--- src/rtl/matrix_result_packer_pkg.sv ---
// Shared types and constants for the matrix result packer: result/line widths,
// the controller state enum, the line type and the optional ReLU helper.
package matrix_result_packer_pkg;

  localparam int RESULT_W = 32;
  localparam int LINE_W   = 512;

  typedef enum logic [1:0] {
    IDLE  = 2'd0,
    RUN   = 2'd1,
    FLUSH = 2'd2,
    DONE  = 2'd3
  } state_t;

  typedef logic [LINE_W-1:0] line_t;

  function automatic logic [RESULT_W-1:0] relu(input logic [RESULT_W-1:0] v);
    return v[RESULT_W-1] ? '0 : v;
  endfunction

endpackage

--- src/rtl/matrix_result_packer_result_line_fifo.sv ---
// Synchronous line FIFO, LINE_W wide and DEPTH deep (DEPTH a power of two).
// A push while full is accepted when a pop happens on the same edge.
module result_line_fifo
  import matrix_result_packer_pkg::*;
#(
  parameter int DEPTH = 2
) (
  input  logic  clk,
  input  logic  rst,
  input  logic  clear,
  input  logic  push,
  input  line_t push_line,
  input  logic  pop,
  output logic  full,
  output logic  empty,
  output line_t head
);

  localparam int PW = $clog2(DEPTH);

  line_t         mem [DEPTH];
  logic [PW-1:0] wr_ptr;
  logic [PW-1:0] rd_ptr;
  logic [PW:0]   used;
  logic          do_push;
  logic          do_pop;

  assign empty   = (used == '0);
  assign full    = (used == (PW+1)'(DEPTH));
  assign do_pop  = pop && !empty;
  assign do_push = push && (!full || do_pop);
  assign head    = mem[rd_ptr];

  always_ff @(posedge clk) begin
    if (rst || clear) begin
      wr_ptr <= '0;
      rd_ptr <= '0;
      used   <= '0;
    end else begin
      if (do_push) wr_ptr <= wr_ptr + 1'b1;
      if (do_pop)  rd_ptr <= rd_ptr + 1'b1;
      case ({do_push, do_pop})
        2'b10:   used <= used + 1'b1;
        2'b01:   used <= used - 1'b1;
        default: used <= used;
      endcase
    end
  end

  // Storage carries no reset; contents are only visible through head when non-empty.
  always_ff @(posedge clk) begin
    if (do_push) mem[wr_ptr] <= push_line;
  end

endmodule

--- src/rtl/matrix_result_packer.sv ---
// Packs 16 PE results per 512-bit line and writes lines to RAM with auto-incrementing
// addresses. Optional macro MATRIX_RESULT_RELU_EN clamps negative results to zero.
module matrix_result_packer
  import matrix_result_packer_pkg::*;
#(
  parameter int ADDR_W     = 10,
  parameter int FIFO_DEPTH = 2
) (
  input  logic              clk,
  input  logic              rst,
  input  logic              start,
  input  logic [ADDR_W-1:0] cfg_base_addr,
  input  logic [15:0]       cfg_lines,
  input  logic              flush,
  input  logic [31:0]       pe_result,
  input  logic              pe_vld,
  output logic [511:0]      out_data,
  output logic [ADDR_W-1:0] out_addr,
  output logic              out_valid,
  input  logic              out_ready,
  output logic              busy,
  output logic              done,
  output logic              overflow,
  output state_t            dbg_state
);

  localparam int RESULTS_PER_LINE = LINE_W / RESULT_W;
  localparam logic [3:0] LAST_SLOT = 4'(RESULTS_PER_LINE - 1);

  state_t              state;
  state_t              state_next;
  logic [3:0]          count;
  line_t               line_q;
  line_t               packed_line;
  logic [15:0]         lines_written;
  logic [15:0]         cfg_lines_q;
  logic [ADDR_W-1:0]   base_q;
  logic                overflow_q;
  logic [RESULT_W-1:0] pe_in;
  logic                accept_start;
  logic                line_done;
  logic                push_req;
  line_t               push_line;
  logic                fifo_full;
  logic                fifo_empty;
  line_t               fifo_head;
  logic                fifo_pop;
  logic                last_pop;
  logic                push_drop;

`ifdef MATRIX_RESULT_RELU_EN
  assign pe_in = relu(pe_result);
`else
  assign pe_in = pe_result;
`endif

  // out_valid/out_ready: a line transfers on every edge where both are high;
  // out_valid never depends on out_ready, and the line/address hold until taken.
  assign fifo_pop     = !fifo_empty && out_ready;
  assign accept_start = (state == IDLE) && start;
  assign line_done    = (state == RUN) && pe_vld && (count == LAST_SLOT);
  assign last_pop     = fifo_pop && ((state == RUN) || (state == FLUSH)) &&
                        ((lines_written + 16'd1) == cfg_lines_q);

  always_comb begin
    packed_line = line_q;
    packed_line[RESULT_W*count +: RESULT_W] = pe_in;
  end

  always_comb begin
    push_req  = 1'b0;
    push_line = packed_line;
    if (line_done) begin
      push_req = 1'b1;
    end else if (state == FLUSH) begin
      push_req  = 1'b1;
      push_line = line_q;
    end
  end

  assign push_drop = push_req && fifo_full && !fifo_pop;

  result_line_fifo #(.DEPTH(FIFO_DEPTH)) u_fifo (
    .clk       (clk),
    .rst       (rst),
    .clear     (accept_start),
    .push      (push_req),
    .push_line (push_line),
    .pop       (fifo_pop),
    .full      (fifo_full),
    .empty     (fifo_empty),
    .head      (fifo_head)
  );

  always_ff @(posedge clk) begin
    if (rst) state <= IDLE;
    else     state <= state_next;
  end

  always_comb begin
    state_next = state;
    case (state)
      IDLE: if (start) state_next = (cfg_lines == 16'd0) ? DONE : RUN;
      RUN: begin
        if (last_pop) state_next = DONE;
        else if (flush && (count != 4'd0) && !line_done) state_next = FLUSH;
      end
      FLUSH: state_next = last_pop ? DONE : RUN;
      DONE:  state_next = IDLE;
      default: state_next = IDLE;
    endcase
  end

  always_comb begin
    busy      = (state != IDLE);
    done      = (state == DONE);
    dbg_state = state;
  end

  always_ff @(posedge clk) begin
    if (rst) begin
      count         <= '0;
      line_q        <= '0;
      lines_written <= '0;
      cfg_lines_q   <= '0;
      base_q        <= '0;
      overflow_q    <= 1'b0;
    end else if (accept_start) begin
      count         <= '0;
      line_q        <= '0;
      lines_written <= '0;
      cfg_lines_q   <= cfg_lines;
      base_q        <= cfg_base_addr;
      overflow_q    <= 1'b0;
    end else begin
      if (fifo_pop) lines_written <= lines_written + 16'd1;
      if (state == RUN && pe_vld) begin
        // Slots beyond count stay zero, so a flushed line is already padded.
        if (line_done) begin
          line_q <= '0;
          count  <= '0;
        end else begin
          line_q <= packed_line;
          count  <= count + 4'd1;
        end
      end
      if (state == FLUSH) begin
        line_q <= '0;
        count  <= '0;
      end
      if (push_drop || (state == FLUSH && pe_vld)) overflow_q <= 1'b1;
    end
  end

  assign out_valid = !fifo_empty;
  assign out_data  = fifo_empty ? '0 : fifo_head;
  assign out_addr  = base_q + lines_written[ADDR_W-1:0];
  assign overflow  = overflow_q;

endmodule
--- config.mk ---
export PLATFORM = sky130hd
export DESIGN_NAME = matrix_result_packer
export DESIGN_NICKNAME = d
export VERILOG_FILES = /design/src/rtl/matrix_result_packer_pkg.sv /design/src/rtl/matrix_result_packer_result_line_fifo.sv /design/src/rtl/matrix_result_packer.sv
export SDC_FILE = /design/constraint.sdc
export NUM_CORES = 2
export LEC_CHECK = 0
export ABC_CLOCK_PERIOD_IN_PS = 34400
export CAP_MARGIN = 20
export CELL_PAD_IN_SITES_DETAIL_PLACEMENT = 0
export CELL_PAD_IN_SITES_GLOBAL_PLACEMENT = 2
export CORE_MARGIN = 2
export CORE_UTILIZATION = 35
export CTS_CLUSTER_DIAMETER = 120
export DETAILED_ROUTE_END_ITERATION = 8
export PLACE_DENSITY_LB_ADDON = 0.1
export SYNTH_ARGS = -nofsm -noshare
export SYNTH_HDL_FRONTEND = slang
export SYNTH_SLANG_ARGS = --single-unit
--- constraint.sdc ---
create_clock -name clk -period 34.4 [get_ports clk]
set_input_delay 6.88 -clock clk [delete_from_list [all_inputs] [get_ports clk]]
set_output_delay 6.88 -clock clk [all_outputs]
set_load 0.005 [all_outputs]
Word-level counts from Yosys, hierarchy flattened
Memories as Yosys holds them, arrays and structs flattened. A register that Yosys moved wholly into a read port is not among the register bits.
Cells that the tools add are included.
W data, S select, Z words.
- add/subtract/negate cells: 8
- $mul: 0
- div/mod/pow operators: 0
- $lt $le $gt $ge: 0
- eq/ne operators: 10
- shift operators: 2
- multiplexer cells: 19
- bitwise gates (word level): 0
- reduce and logical (&&, ||, !) cells: 30
- operator list (kind ; count):
    $mux W512 ; 4
    $bwmux W512 ; 1
    $shift A32 B34 Y512 const A ; 1
    $shiftx A32 B34 Y512 ; 1
    $neg A9 Y34 ; 1
    $add A16 B1 Y16 const B ; 1
    $eq A16 B16 Y1 ; 1
    $logic_not A16 Y1 ; 1
    $logic_and A1 B1 Y1 ; 13
    $add A10 B10 Y10 ; 1
    $mux W2 ; 5
    $eq A2 B2 Y1 const B ; 4
    $pmux W2 S4 ; 1
    $mux W1 ; 6
    $add A4 B1 Y4 const B ; 1
    $eq A2 B1 Y1 const B ; 2
    $eq A4 B4 Y1 const B ; 1
    $logic_not A1 Y1 ; 4
    $logic_not A2 Y1 ; 2
    $logic_or A1 B1 Y1 ; 4
    $mux W4 ; 1
    $pmux W2 S2 ; 1
    $reduce_bool A2 Y1 ; 2
    $reduce_bool A4 Y1 ; 1
    other kinds (8) ; 9
- register bits: 565
- bits in latches: 0
- memory bits (writable): 1024
- memory bits (read-only): 0
- input bits: 64
- memories kept: 1
- memories (name ; words ; bits a word ; rd ports ; clocked after Yosys merged registers in ; wr ports ; RTL line ; RTL):
    u_fifo.mem ; 2 ; 512 ; 1 ; 1 ; 1 ; matrix_result_packer_result_line_fifo.sv:21 ; line_t mem [DEPTH];

Longest topological paths before layout
- word-level depth: 8
- mapped depth: 13
- depth with buffers taken out: 11

Cells and area by module
From an unflattened synthesis, not the netlist that was laid out.
- cells, all modules: 5620
- area, all modules: 67866.3 µm²
- modules (own cells, without submodules) (module ; times used ; cells an instance ; area an instance (µm²) ; sequential area each (µm²)):
    result_line_fifo ; 1 ; 1625 ; 37408.4 ; 30849.6
    matrix_result_packer ; 1 ; 3995 ; 30458.0 ; 11230.8

Worst setup path before layout
Ideal clock, no wire load.
- path type: input-to-reg
- from: input port pe_vld
- to: memory u_fifo.mem[0][0] (netlist bit), enable pin
- setup time: 1397 ps
- arrival time: 28972 ps
- path slack: 4031 ps
- stages on the path: 7
- path through: and2_1 -> clkbuf_1 -> clkbuf_1 -> a21oi_1 -> nor2_1 -> inv_1 -> nor2_1
- longest elaborated chain between the ends: 6
- ends and longest elaborated chain (element ; RTL line ; RTL):
    start: declaration ; matrix_result_packer.sv:16 ; input logic pe_vld,
    $logic_and A1 B1 Y1 (2 in series) ; matrix_result_packer.sv:61 ; assign line_done = (state == RUN) && pe_vld && (count == LAST_SLOT);
    $mux W1 ; matrix_result_packer.sv:73 ; if (line_done) begin
    $logic_and A1 B1 Y1 ; matrix_result_packer_result_line_fifo.sv:31 ; assign do_push = push && (!full || do_pop);
    $mux W1 ; matrix_result_packer_result_line_fifo.sv:52 ; if (do_push) mem[wr_ptr] <= push_line;
    $mux W1 (implied by the code) ; matrix_result_packer_result_line_fifo.sv:52 ;
    end: declaration ; matrix_result_packer_result_line_fifo.sv:21 ;
No other way between the ends.

==> impl_metrics.tcl <==
set metrics [dict create \
    die_h_um 436.7 \
    clock_latency_ns 0.82 \
    initial_core_util_pct 35.27 \
    max_stage_delay_ns 0.96 \
    ios 592 \
    hpwl_um 129400 \
    max-vdd-ir-drop_v 0.00004645 \
    ys_types 69 \
    path_max_fanout 62 \
    power_leakage_nw 25.95 \
    finalHoldViolations 0 \
    die_area_sq_mm 0.1907 \
    core_sq_mm 0.1858 \
    detail_route.wl_per_cell_um 24.75 \
    clkTransAtPathRegs_ns 0.06 \
    viasPerCell 5.233 \
    final_cells 8733 \
    postCtsHoldBufs 0 \
    synthTopCellsByArea "edfxtp_1 47%, dfxtp_1 17%, mux2i_1 7.8%" \
    gp_congestion 0.7776 \
    min_period_over_period_pct 35.56 \
    grt_max_degree 179 \
    hold_class "register to register" \
    cts_buffers 176 \
    postCtsSetupRepairBufs 0 \
    grt_pass1_vias 44430 \
    vias 45700 \
    fin_hold_ws_ns 0.4597 \
    avgSynthCellArea_sq_um 11.45 \
    ys_seq_area_share_pct 64.21 \
    nFillCells 17640 \
    synth_top_area_share_pct 46.92 \
    grt_setup_unrepaired "no" \
    overflow 0 \
    dp_cells 8399 \
    yosys.area_share.simple_pct 11.63 \
    ys_ff_latch 1590 \
    critPathSlowestCell "dfxtp_4" \
    routed_wl_um 216100 \
    crit_chain "buf_4, buf_4, buf_4, mux2i_1, nor2_1, clkdlybuf4s50_1" \
    syn_to_final_growth_pct 21.52 \
    synth_xor_area_share_pct 0.5861 \
    synth_common_cells "1103 x nor2_1, 1024 x edfxtp_1, 638 x nand2_1" \
    timing.critical_path.mode_cell "buf_4" \
    synth.area.mux_share_pct 9.452 \
    cts-htree-levels 4 \
    die_w_um 436.7 \
    drtIter0Drc 3514 \
    dr.pass1.iters 5 \
    fin_nets 6182 \
    synth-adder-area-share_pct 0.3933 \
    netlist_instances 5726 \
    rows 158 \
    setup_viol 0 \
    cts_resized 0 \
    yosysWarningCount 0 \
    arrival_ns 5.35 \
    crit_path_end_kind "primary output" \
    finalSetupTns_ns 0 \
    synth_edf_count 1024 \
    crit_required_ns 27.52 \
    synth-async-reset-ratio_pct 0 \
    fmax_ghz 0.08175 \
    worst-setup-path-type "register to primary output" \
    cp-start-kind "register" \
    cts_tree "built" \
    fin_crit_ns 12.23 \
    syn-num-nets 5810 \
    io_buffers 591 \
    grt_usage_pct 21.98 \
    crit_family "buffers and inverters" \
    final_max_slew_viol_count 0 \
    synth_top_family_by_area "simple AND/OR/NAND/NOR gates" \
    synth_compound_area_share_pct 10.47 \
    ant_nets 0 \
    drc 0 \
    clockBufferDepth 3 \
    fin_skew_ns 0.03121 \
    drive_gt1_share_pct 8.301 \
    relSlewSlack_pct 26.54 \
    grt_pass1_wl_um 311800 \
    worst_pin_slew_ns 1.102 \
    powerDensity_mw_per_mm2 67.76 \
    cts_sinks 1590 \
    cts_root_buf "clkbuf_16" \
    antenna_found_initial 6 \
    maxCapViolCount 0 \
    finish.utilization_pct 42.86 \
    synthesis.area_sq_mm 0.06554 \
    p_total_mw 5.397 \
    synthFlopType "edfxtp_1" \
    cp_num_buf_inv 4 \
    yosysMostFrequentCell "nor2_1" \
    yosysTopAreaCell "edfxtp_1" \
    status "finished, final reports clean" \
]
layout by cell type, fill, tap and decap left out, drive strengths merged, types with 2 or more instances in the layout:
cell	Yosys	routed
dfxtp	566	566
o21ai	446	446
a211oi	2	2
mux2	95	95
a22oi	224	224
clkdlybuf4s50	0	568
nand4	7	7
inv	16	22
or3b	3	3
a21oi	45	45
and2	3	3
mux2i	512	512
a21o	4	4
clkinvlp	0	7
xor2	24	24
bufinv	0	21
edfxtp	1024	1024
nor2b	4	4
nor3b	3	3
a31oi	4	4
nand2b	3	3
a32oi	287	287
nor4	7	7
clkbuf	381	236
buf	135	142
xnor2	19	19
nand2	641	641
ha	19	19
nand3	53	53
nor2	1106	1106
nor3	26	26
or4	3	3
clkinv	1	63
or2	2	2
and3	37	37
or3	8	8
metal layers:
metal	routed length (um)	GRT usage, %	share of wire (%)	vias up
met5	16	0	0.0074	-
met2	107200	37.68	50	1219
li1	-	-	-	21420
met3	10230	3.132	4.7	270
met4	7032	7.519	3.3	2
met1	91690	28.36	42	22790
layout make-up:
type                    count  area (sq um)  area share, %
diodes                      1         2.502       0.003142
clock buffers             236          4835          6.070
clock inverters            96          1102          1.384
inverters                  17         63.81        0.08012
multi-input cells        3603         21650          27.18
flip-flops and latches   1590         42080          52.84
well taps                2480          3103          3.896
repair buffers            710          6809          8.549
where the power goes:
group	switching (mW)	total (mW)	leakage, nW	internal (mW)
clock network	0.787	1.93	2.88	1.15
logic	0.737	1.17	8.08	0.428
registers	0.0501	2.30	15.0	2.25
total	1.57	5.40	25.9	3.82
worst reg2reg max path, stage by stage (launching register included):
cell and delay, ns:
dfxtp_1 0.38, inv_1 0.13, ha_1 0.25, and2_2 0.18, buf_4 0.47, a21oi_1 0.19, nor2_1 0.25, and2_4 0.68
buf_4 0.82, buf_4 0.89, buf_4 0.79
path summary, 6_finish.rpt:
path,start,end,slack (ns),depth (start not counted)
worst max register to register,dbg_state[1]$_SDFFE_PP0P_,u_fifo.mem[1][394]$_DFFE_PP_,28.97,10
worst min register to register,base_q[0]$_SDFFE_PP0P_,base_q[0]$_SDFFE_PP0P_,0.46,2
worst min-delay path,base_q[0]$_SDFFE_PP0P_,base_q[0]$_SDFFE_PP0P_,0.46,2
worst max-delay path,register,out_data[136],22.17,6
metrics by stage:
step	area [sq um]	worst slack, ns
6_report	79650	22.17
5_1_grt	79650	21.82
4_1_cts	79620	22.02
3_5_place_dp	73680	21.82
3_3_place_gp	73650	21.84
2_1_floorplan	65540	4.031
cell families (layout without fill, tap and decap cells):
| kind of cell | count (synthesis) | after routing |
|---|---|---|
| xor+xnor | 43 | 43 |
| simple gates | 1910 | 1910 |
| flops | 1590 | 1590 |
| compound gates | 1023 | 1023 |
| buf+inv | 533 | 1059 |
| mux | 607 | 607 |
| fa+ha+maj | 20 | 20 |
| other cells | 0 | 1 |
registers in the layout, indices dropped and copies added, names as in the netlist, named ones only:
name and flops:
base_q 10, cfg_lines_q 16, count 4, dbg_state 2
line_q 512, lines_written 16, overflow 1, u_fifo.mem 1024
u_fifo.rd_ptr 1, u_fifo.used 2, u_fifo.wr_ptr 1
No activity file was read; power rests on OpenSTA's default activity.
